==> src/rtl/ins_fetch_if.sv <==
// ins_fetch_if -- fetch-unit bus bundle.
//   Requester side : FetchReq, PCWre, NextPC (fetch control and PC load)
//   Memory side    : MemReq, MemAddr out; MemAck, MemData in
//   IR side        : DateOut, IRWre
//   Status         : CurPC, Busy, Done, Err
// The slave modport belongs to the fetch unit. The master modport belongs to
// whatever drives the unit, such as the core plus the instruction memory.
interface ins_fetch_if;
  logic        FetchReq;
  logic        PCWre;
  logic [31:0] NextPC;
  logic        MemReq;
  logic [31:0] MemAddr;
  logic        MemAck;
  logic [31:0] MemData;
  logic [31:0] DateOut;
  logic        IRWre;
  logic [31:0] CurPC;
  logic        Busy;
  logic        Done;
  logic        Err;

  modport slave (
    input  FetchReq, PCWre, NextPC, MemAck, MemData,
    output MemReq, MemAddr, DateOut, IRWre, CurPC, Busy, Done, Err
  );

  modport master (
    output FetchReq, PCWre, NextPC, MemAck, MemData,
    input  MemReq, MemAddr, DateOut, IRWre, CurPC, Busy, Done, Err
  );
endinterface

==> src/rtl/ins_fetch.sv <==
// ins_fetch -- single-outstanding instruction fetch unit.
//   CLK    : clock; all state updates on the rising edge
//   Reset  : asynchronous, active-low
//   bus    : ins_fetch_if.slave (fetch control, memory handshake, IR write, status)
// FSM: IDLE -> MEM (wait for MemAck, bounded by TIMEOUT) -> WRITE (IR write, PC+4) -> IDLE.
// A misaligned fetch, or a memory timeout, produces a one-cycle Err pulse.
module ins_fetch #(
  parameter logic [31:0] RESET_PC = 32'h0000_0000,
  parameter int          TIMEOUT  = 15
) (
  input  logic      CLK,
  input  logic      Reset,
  ins_fetch_if.slave bus
);
  typedef enum logic [1:0] {IDLE, MEM, WRITE} state_t;

  localparam int             CW      = $clog2(TIMEOUT + 1);
  localparam logic [CW-1:0]  TO_LAST = CW'(TIMEOUT - 1);

  state_t        state, state_nxt;
  logic [31:0]   pc, dout;
  logic [CW-1:0] wcnt;
  logic          err_q;
  logic          misal, start, bad_fetch, timeout, got_ack;

  // The fetch address is NextPC when a PC load happens in the same cycle.
  assign misal     = bus.PCWre ? (|bus.NextPC[1:0]) : (|pc[1:0]);
  assign start     = (state == IDLE) && bus.FetchReq && !misal;
  assign bad_fetch = (state == IDLE) && bus.FetchReq && misal;
  assign got_ack   = (state == MEM) && bus.MemAck;
  // An ack in the last allowed cycle wins over the timeout.
  assign timeout   = (state == MEM) && !bus.MemAck && (wcnt == TO_LAST);

  // State register
  always_ff @(posedge CLK or negedge Reset) begin
    if (!Reset) state <= IDLE;
    else        state <= state_nxt;
  end

  // Next-state logic
  always_comb begin
    state_nxt = state;
    unique case (state)
      IDLE:    if (start) state_nxt = MEM;
      MEM:     if (got_ack) state_nxt = WRITE;
               else if (timeout) state_nxt = IDLE;
      WRITE:   state_nxt = IDLE;
      default: state_nxt = IDLE;
    endcase
  end

  // Output logic
  always_comb begin
    bus.MemReq  = (state == MEM);
    bus.Busy    = (state != IDLE);
    bus.IRWre   = (state == WRITE);
    bus.Done    = (state == WRITE);
    bus.Err     = err_q;
    bus.MemAddr = pc;
    bus.CurPC   = pc;
    bus.DateOut = dout;
  end

  // Datapath: PC, captured word, wait counter, error pulse
  always_ff @(posedge CLK or negedge Reset) begin
    if (!Reset) begin
      pc    <= RESET_PC;
      dout  <= '0;
      wcnt  <= '0;
      err_q <= 1'b0;
    end else begin
      // PC loads are honoured only in IDLE. While busy they are dropped silently.
      if (state == IDLE && bus.PCWre) pc <= bus.NextPC;
      else if (state == WRITE)        pc <= pc + 32'd4;

      if (got_ack) dout <= bus.MemData;

      // The counter idles at zero outside MEM, so it is clear on every MEM entry.
      if (state != MEM)     wcnt <= '0;
      else if (!bus.MemAck) wcnt <= wcnt + 1'b1;

      err_q <= bad_fetch | timeout;
    end
  end
endmodule

==> src/flat_wrapper.sv <==
// flat-port wrapper written by rule: the top's interface ports become plain ports
module ins_fetch_flat 
#(
  parameter logic [31:0] RESET_PC = 32'h0000_0000,
  parameter int          TIMEOUT  = 15
)
  (CLK, Reset, bus_FetchReq, bus_PCWre, bus_NextPC, bus_MemAck, bus_MemData, bus_MemReq, bus_MemAddr, bus_DateOut, bus_IRWre, bus_CurPC, bus_Busy, bus_Done, bus_Err);
  ins_fetch_if bus_i ();
  input  logic CLK;
  input  logic Reset;
  input wire logic [$bits(bus_i.FetchReq)-1:0] bus_FetchReq;
  input wire logic [$bits(bus_i.PCWre)-1:0] bus_PCWre;
  input wire logic [$bits(bus_i.NextPC)-1:0] bus_NextPC;
  input wire logic [$bits(bus_i.MemAck)-1:0] bus_MemAck;
  input wire logic [$bits(bus_i.MemData)-1:0] bus_MemData;
  output wire logic [$bits(bus_i.MemReq)-1:0] bus_MemReq;
  output wire logic [$bits(bus_i.MemAddr)-1:0] bus_MemAddr;
  output wire logic [$bits(bus_i.DateOut)-1:0] bus_DateOut;
  output wire logic [$bits(bus_i.IRWre)-1:0] bus_IRWre;
  output wire logic [$bits(bus_i.CurPC)-1:0] bus_CurPC;
  output wire logic [$bits(bus_i.Busy)-1:0] bus_Busy;
  output wire logic [$bits(bus_i.Done)-1:0] bus_Done;
  output wire logic [$bits(bus_i.Err)-1:0] bus_Err;
  assign bus_i.FetchReq = bus_FetchReq;
  assign bus_i.PCWre = bus_PCWre;
  assign bus_i.NextPC = bus_NextPC;
  assign bus_i.MemAck = bus_MemAck;
  assign bus_i.MemData = bus_MemData;
  assign bus_MemReq = bus_i.MemReq;
  assign bus_MemAddr = bus_i.MemAddr;
  assign bus_DateOut = bus_i.DateOut;
  assign bus_IRWre = bus_i.IRWre;
  assign bus_CurPC = bus_i.CurPC;
  assign bus_Busy = bus_i.Busy;
  assign bus_Done = bus_i.Done;
  assign bus_Err = bus_i.Err;
  ins_fetch #(.RESET_PC(RESET_PC), .TIMEOUT(TIMEOUT)) u_core (.CLK(CLK), .Reset(Reset), .bus(bus_i));
endmodule
==> config.mk <==
export PLATFORM = sky130hd
export DESIGN_NAME = ins_fetch_flat
export DESIGN_NICKNAME = d
export VERILOG_FILES = /design/src/rtl/ins_fetch_if.sv /design/src/rtl/ins_fetch.sv /design/src/flat_wrapper.sv
export SDC_FILE = /design/constraint.sdc
export NUM_CORES = 1
export LEC_CHECK = 0
export ABC_AREA = 1
export CAP_MARGIN = 20
export CORE_MARGIN = 1
export CORE_UTILIZATION = 47
export CTS_CLUSTER_DIAMETER = 50
export CTS_CLUSTER_SIZE = 20
export DETAILED_ROUTE_END_ITERATION = 12
export PLACE_DENSITY = 0.87
export SETUP_SLACK_MARGIN = 0.1
export SYNTH_ARGS = -nofsm -noshare
export SYNTH_HDL_FRONTEND = slang
export SYNTH_SLANG_ARGS = --single-unit
export TNS_END_PERCENT = 30
==> constraint.sdc <==
create_clock -name CLK -period 4.1 [get_ports CLK]
set_input_delay 1.23 -clock CLK [delete_from_list [all_inputs] [get_ports CLK]]
set_output_delay 1.23 -clock CLK [all_outputs]
set_load 0.1 [all_outputs]
==> results.md, run 1 <==
- Status: finished, final reports clean
- Synth Instances: approximately 590
- Relative slew slack: 0.330
- Wire length per cell: 13.7 um
- Data required, critical path: 2870 ps
- Detailed-route DRC error count: 0
- Skew final: approximately 13 ps
- Slew @ Worst Pin: approximately 1000 ps
- Post-DRT Antenna Nets: 0
- Antenna cells: 0
- Ys async rst share: 1.00
- CP peak stage delay: ~1200 ps
- Total Neg Setup Slack: 0 ps
- Final Max Slew Viols: 0
- CP max stage cell: clkdlybuf4s50_1
- Postcts setup bufs: 0
- CTS tree: yes
- Count of input and output buffers: roughly 170
- Syn Area/Cell: between 7 and 8 um2
- Via count: between 4,000 and 5,000
- Max Buffers Root-to-Sink: 2
- Initial Utilization: 0.485
- Post-synthesis cell area: ~0.0042 mm2
- Largest net degree at the start of global routing: 54
- # IOs: 170
- Row Count: 34
- Worst min-delay path class: flip-flop to flip-flop
- Final setup violation count: 0
- Period utilization: 0.797
- Final hold violation count: 0
- Inst Count DP: between 800 and 900
- Post-synthesis register bit count: between 70 and 80
- CP startpoint kind: flip-flop
- Commonest non-fill, non-tap cell in the layout: nand2_1
- Number of synthesized flops with an enable pin: 0
- Commonest non-fill, non-tap cells in the layout: 234 x nand2_1, 148 x clkdlybuf4s50_1, 71 x dfrtp_1
- RSZ-0062 raised after global routing: no
- CP Capture Type: primary output
- WP buf/inv: 1
- Ys flop type: dfrtp_1
- Max H-tree Level: 3
- Final Non-Filler Cells: between 800 and 900
- Final Wtd Congestion: 0.925
- CTS root buf: clkbuf_8
- Vias in the first global route: 4,167
- Initial antenna violation count: 0
- Area grow syn2layout: 37.9%
- Global Route Usage Sum: 0.252
- Post-DP HPWL: 8550 um
- DRT iter0 DRCs: 250
- Cells resized by post-CTS repair: 0
- Clock-pin slew on the worst setup and hold paths: approximately 70 ps
- Nets: about 800
- Clk Latency, worst-skew pair: around 350 ps
- Seq/Total Area, Yosys: 0.420
- Drt pass-1 iters: 5
- Die W: 96.9 um
- Min Tclk post-route: about 3300 ps
- DIE AREA: ~0.0094 mm2
- Critical-path cell list: clkdlybuf4s50_1
- Post-Route WL: around 11,000 um
- Critical Path AT: 2040 ps
- Top Family by Delay on Critical Path: buffers and inverters
- Synth warn: 0
- Layout cells sized above 1: 0.0938
- First-pass GRT wire length: 19,300 um
- Cts bufs inserted: 9
- Hold buffers post-CTS: 0
- FMAX: between 0.3 and 0.4 GHz
- Syn nets: 659
- Via/cell ratio: approximately 5.1
- Number of library cell types mapped by synthesis: 32
- Worst Setup Path Type: flip-flop to primary output
- Core area: around 0.0087 mm2
- Die Y-Extent: ~97 um
- Clk sink count: slightly above 70
- Worst-path fanout max: 7
- Max-cap viol count: 0
- Remaining Overflow, GRT: 0
registers in the layout (all words and copies together) (netlist names):
register	count
u_core.state	2
u_core.wcnt	4
u_core.bus.Err	1
u_core.bus.CurPC	32
u_core.bus.DateOut	32
synth_stat cells (all sizes together), types with 2 or more instances:
master,n,share of area
a21oi,9,0.011
buf,47,0.079
nand4,5,0.0074
ha,3,0.0089
o21bai,2,0.0035
a211oi,3,0.0053
o21ai,29,0.034
o22ai,5,0.0074
nor3,5,0.0059
nor2,63,0.079
clkbuf,2,0.0041
nand2,245,0.23
nand3,38,0.045
inv,53,0.047
dfrtp,71,0.42
metal layers:
| metal | vias up | global-route usage | part of all wire |
|---|---|---|---|
| met2 | 228 | 0.417 | 0.47 |
| met4 | 0 | 0.111 | 0.029 |
| met3 | 29 | 0.0650 | 0.093 |
| met1 | 1956 | 0.309 | 0.41 |
| met5 | - | 0 | 0 |
| li1 | 2067 | - | - |
cells by family after synthesis:
logic type | after synthesis | synth area share
flip-flops | 71 | 0.420
adder cells (fa/ha/maj) | 3 | 0.00887
XOR/XNOR | 2 | 0.00414
buffers and inverters | 102 | 0.130
AO/OA/AOI/OAI | 52 | 0.0686
AND/OR/NAND/NOR | 357 | 0.368
final cells by class:
class                      instances  area, um2
multi-input combinational        414       1900
inverter                          53        199
clock inverter                     4       22.5
tap                              108        135
clock buffer                      11        141
fill                             730       2890
sequential                        71       1780
timing repair buffer             172       1660
metrics by stage:
| stage | util | hold slack, ps | setup slack (ps) | instance area (um2) |
|---|---|---|---|---|
| 6_report | 0.669 | 474 | 834 | 5840 |
| 5_1_grt | 0.669 | 495 | 773 | 5840 |
| 4_1_cts | 0.669 | 477 | 827 | 5840 |
| 3_5_place_dp | 0.650 | 460 | 713 | 5670 |
| 3_3_place_gp | 0.650 | 453 | 812 | 5670 |
| 2_1_floorplan | - | 490 | 1440 | 4230 |
path summary, 6_finish.rpt:
| path | slack (ps) | startpoint | cells past startpoint | end |
|---|---|---|---|---|
| max | 830 | u_core.bus.CurPC[17] | 1 | bus_MemAddr[17] |
| min | 470 | u_core.bus.DateOut[19] | 2 | u_core.bus.DateOut[19] |
| max reg2reg | 1940 | u_core.state[1] | 6 | u_core.bus.CurPC[10] |
| min reg2reg | 470 | u_core.bus.DateOut[19] | 2 | u_core.bus.DateOut[19] |
| max in group asynchronous | 2360 | Reset | 2 | u_core.bus.DateOut[15] |
| min in group asynchronous | 970 | Reset | 1 | u_core.bus.CurPC[21] |
Power of run 1 is left out: the tool's default activity adds up to more than one toggle a clock period on the data nets, which glitch-free logic cannot reach.
==> run 2: changes to the inputs <==
--- a/config.mk
+++ b/config.mk
@@ -8,11 +8,11 @@
 export ABC_AREA = 1
 export CAP_MARGIN = 20
 export CORE_MARGIN = 1
-export CORE_UTILIZATION = 47
+export CORE_UTILIZATION = 40
 export CTS_CLUSTER_DIAMETER = 50
 export CTS_CLUSTER_SIZE = 20
 export DETAILED_ROUTE_END_ITERATION = 12
-export PLACE_DENSITY = 0.87
+export PLACE_DENSITY = 0.79
 export SETUP_SLACK_MARGIN = 0.1
 export SYNTH_ARGS = -nofsm -noshare
 export SYNTH_HDL_FRONTEND = slang
==> constraint.sdc (replaced) <==
create_clock -name CLK -period 3 [get_ports CLK]
set_input_delay 0.9 -clock CLK [delete_from_list [all_inputs] [get_ports CLK]]
set_output_delay 0.9 -clock CLK [all_outputs]
set_load 0.1 [all_outputs]
==> results.md, run 2 (synthesized netlist as in run 1, its figures left out) <==
- Clk Latency, worst-skew pair: 360 ps (about the same)
- CP peak stage delay: 420 ps (-770 ps)
- Utilization after layout: 0.557 (-0.113)
- Antenna cells: 0 (unchanged)
- Initial antenna violation count: 0 (unchanged)
- Cts bufs inserted: 9 (unchanged)
- Wire length per cell: 13.7 um (about the same)
- Final hold violation count: 0 (unchanged)
- Post-DP HPWL: 8920 um (+4.2%)
- Relative slew slack: 0.623 (+0.293)
- Core area: 0.0103 mm2 (+18%)
- Nets: 795 (+0.25%)
- Clk sink count: 71 (unchanged)
- Max Buffers Root-to-Sink: 2 (unchanged)
- Hold buffers post-CTS: 0 (unchanged)
- Worst Setup Path Type: flip-flop to primary output
- Postcts setup bufs: 0 (unchanged)
- Via count: 4,289 (+0.21%)
- # IOs: 170 (unchanged)
- Max H-tree Level: 3 (unchanged)
- FF+latch area: 0.00178 mm2 (unchanged)
- Area grow syn2layout: 35.2%
- Final Wtd Congestion: 0.881 (-4.8%)
- Slew @ Worst Pin: 566 ps (-436 ps)
- Total Neg Setup Slack: 0 ps (unchanged)
- Detailed-route DRC error count: 0 (unchanged)
- Period utilization: 0.809
- CP max stage cell: dfrtp_1
- CP startpoint kind: flip-flop
- Critical Path AT: 1530 ps (-510 ps)
- Vias in the first global route: 4,196 (+0.70%)
- Max-cap viol count: 0 (unchanged)
- Commonest non-fill, non-tap cell in the layout: nand2_1
- Data required, critical path: 2100 ps (-770 ps)
- Die W: 105 um (+8.2%)
- RSZ-0062 raised after global routing: no
- DRT iter0 DRCs: 176 (-30%)
- First-pass GRT wire length: 19,700 um (+2.3%)
- Row Count: 37 (+8.8%)
- Via/cell ratio: 4.97 (-3.3%)
- Largest net degree at the start of global routing: 41 (-24%)
- Remaining Overflow, GRT: 0 (unchanged)
- Min Tclk post-route: about 2400 ps
- Die Y-Extent: 105 um (+8.2%)
- Global Route Usage Sum: 0.227 (-0.0247)
- Cells resized by post-CTS repair: 0 (unchanged)
- Drt pass-1 iters: 5 (unchanged)
- Top Family by Delay on Critical Path: buffers and inverters
- FMAX: 0.412 GHz
- WP buf/inv: 3 (+2)
- Final WS setup: 573 ps (-261 ps)
- Initial Utilization: 0.412 (-0.0735)
- Commonest non-fill, non-tap cells in the layout: 234 x nand2_1, 103 x buf_4, 71 x dfrtp_1
- Post-DRT Antenna Nets: 0 (unchanged)
- Skew final: 11.6 ps (-1.28 ps)
- Area of the multi-input gates: 0.00190 mm2 (unchanged)
- Dpl ws: 311 ps (-402 ps)
- Count of input and output buffers: 169 (unchanged)
- Fill cells: 949 (+30%)
- DIE AREA: 0.0110 mm2 (+17%)
- Hold WS: 480 ps (+5.11 ps)
- Worst min-delay path class: flip-flop to flip-flop
- Post-Route WL: 11,800 um (+3.6%)
- Final Max Slew Viols: 0 (unchanged)
- Final setup violation count: 0 (unchanged)
- Worst-path fanout max: 6 (-1)
- CTS tree: yes
- CTS root buf: clkbuf_8
- Layout cells sized above 1: 0.208 (+0.114)
- CP Capture Type: primary output
- Status: finished, final reports clean
- Critical-path cell list: inv_2, nand2_1, inv_1, buf_12
- Clock-pin slew on the worst setup and hold paths: 70 ps (about the same)
run 2: cell types whose count changed in the layout (fill, tap and decap cells not counted):
| cell | previous run | this run |
|---|---|---|
| clkdlybuf4s50_1 | 148 | 67 |
| buf_12 | 0 | 3 |
| buf_4 | 23 | 103 |
run 2: tightest hold or removal path, delay by kind of cell (launching register included):
kind	cells	cell delay, ps
flip-flops	1	350
AND/OR/NAND/NOR	2	90
run 2: area by class of cell:
type | instances | share of cell area
Multi-Input combinational cell | 414 | 0.332
Sequential cell | 71 | 0.311
Tap cell | 136 | 0.0297
Clock inverter | 4 | 0.00394
Clock buffer | 11 | 0.0247
Inverter | 53 | 0.0348
Timing Repair Buffer | 174 | 0.264
run 2: metal layers:
layer  vias to the layer above  wire length [um]  global-route usage  share of wire
li1                       2070                 -                   -              -
met1                      1970              4800               0.272           0.41
met2                       233              5540               0.378           0.47
met3                        16              1250              0.0643           0.11
met4                         0               238               0.104          0.020
met5                         -                 0                   0              0
run 2: metrics by stage:
step | instances | cell area [um2]
2_1_floorplan | 587 | 4230
3_3_place_gp | 848 | 5560
3_5_place_dp | 848 | 5560
4_1_cts | 863 | 5720
5_1_grt | 863 | 5720
6_report | 863 | 5720
run 2: path summary, 6_finish.rpt:
check                                  startpoint                      to  slack, ps  cells past startpoint
max reg2reg                       u_core.state[1]     u_core.bus.CurPC[5]       1140                      6
min                        u_core.bus.DateOut[30]  u_core.bus.DateOut[30]        480                      2
max in group asynchronous                   Reset     u_core.bus.CurPC[4]       1800                      2
min reg2reg                u_core.bus.DateOut[30]  u_core.bus.DateOut[30]        480                      2
max                               u_core.state[0]               bus_IRWre        570                      4
min in group asynchronous                   Reset    u_core.bus.CurPC[13]        530                      1
Power of run 2 is left out for the same reason.
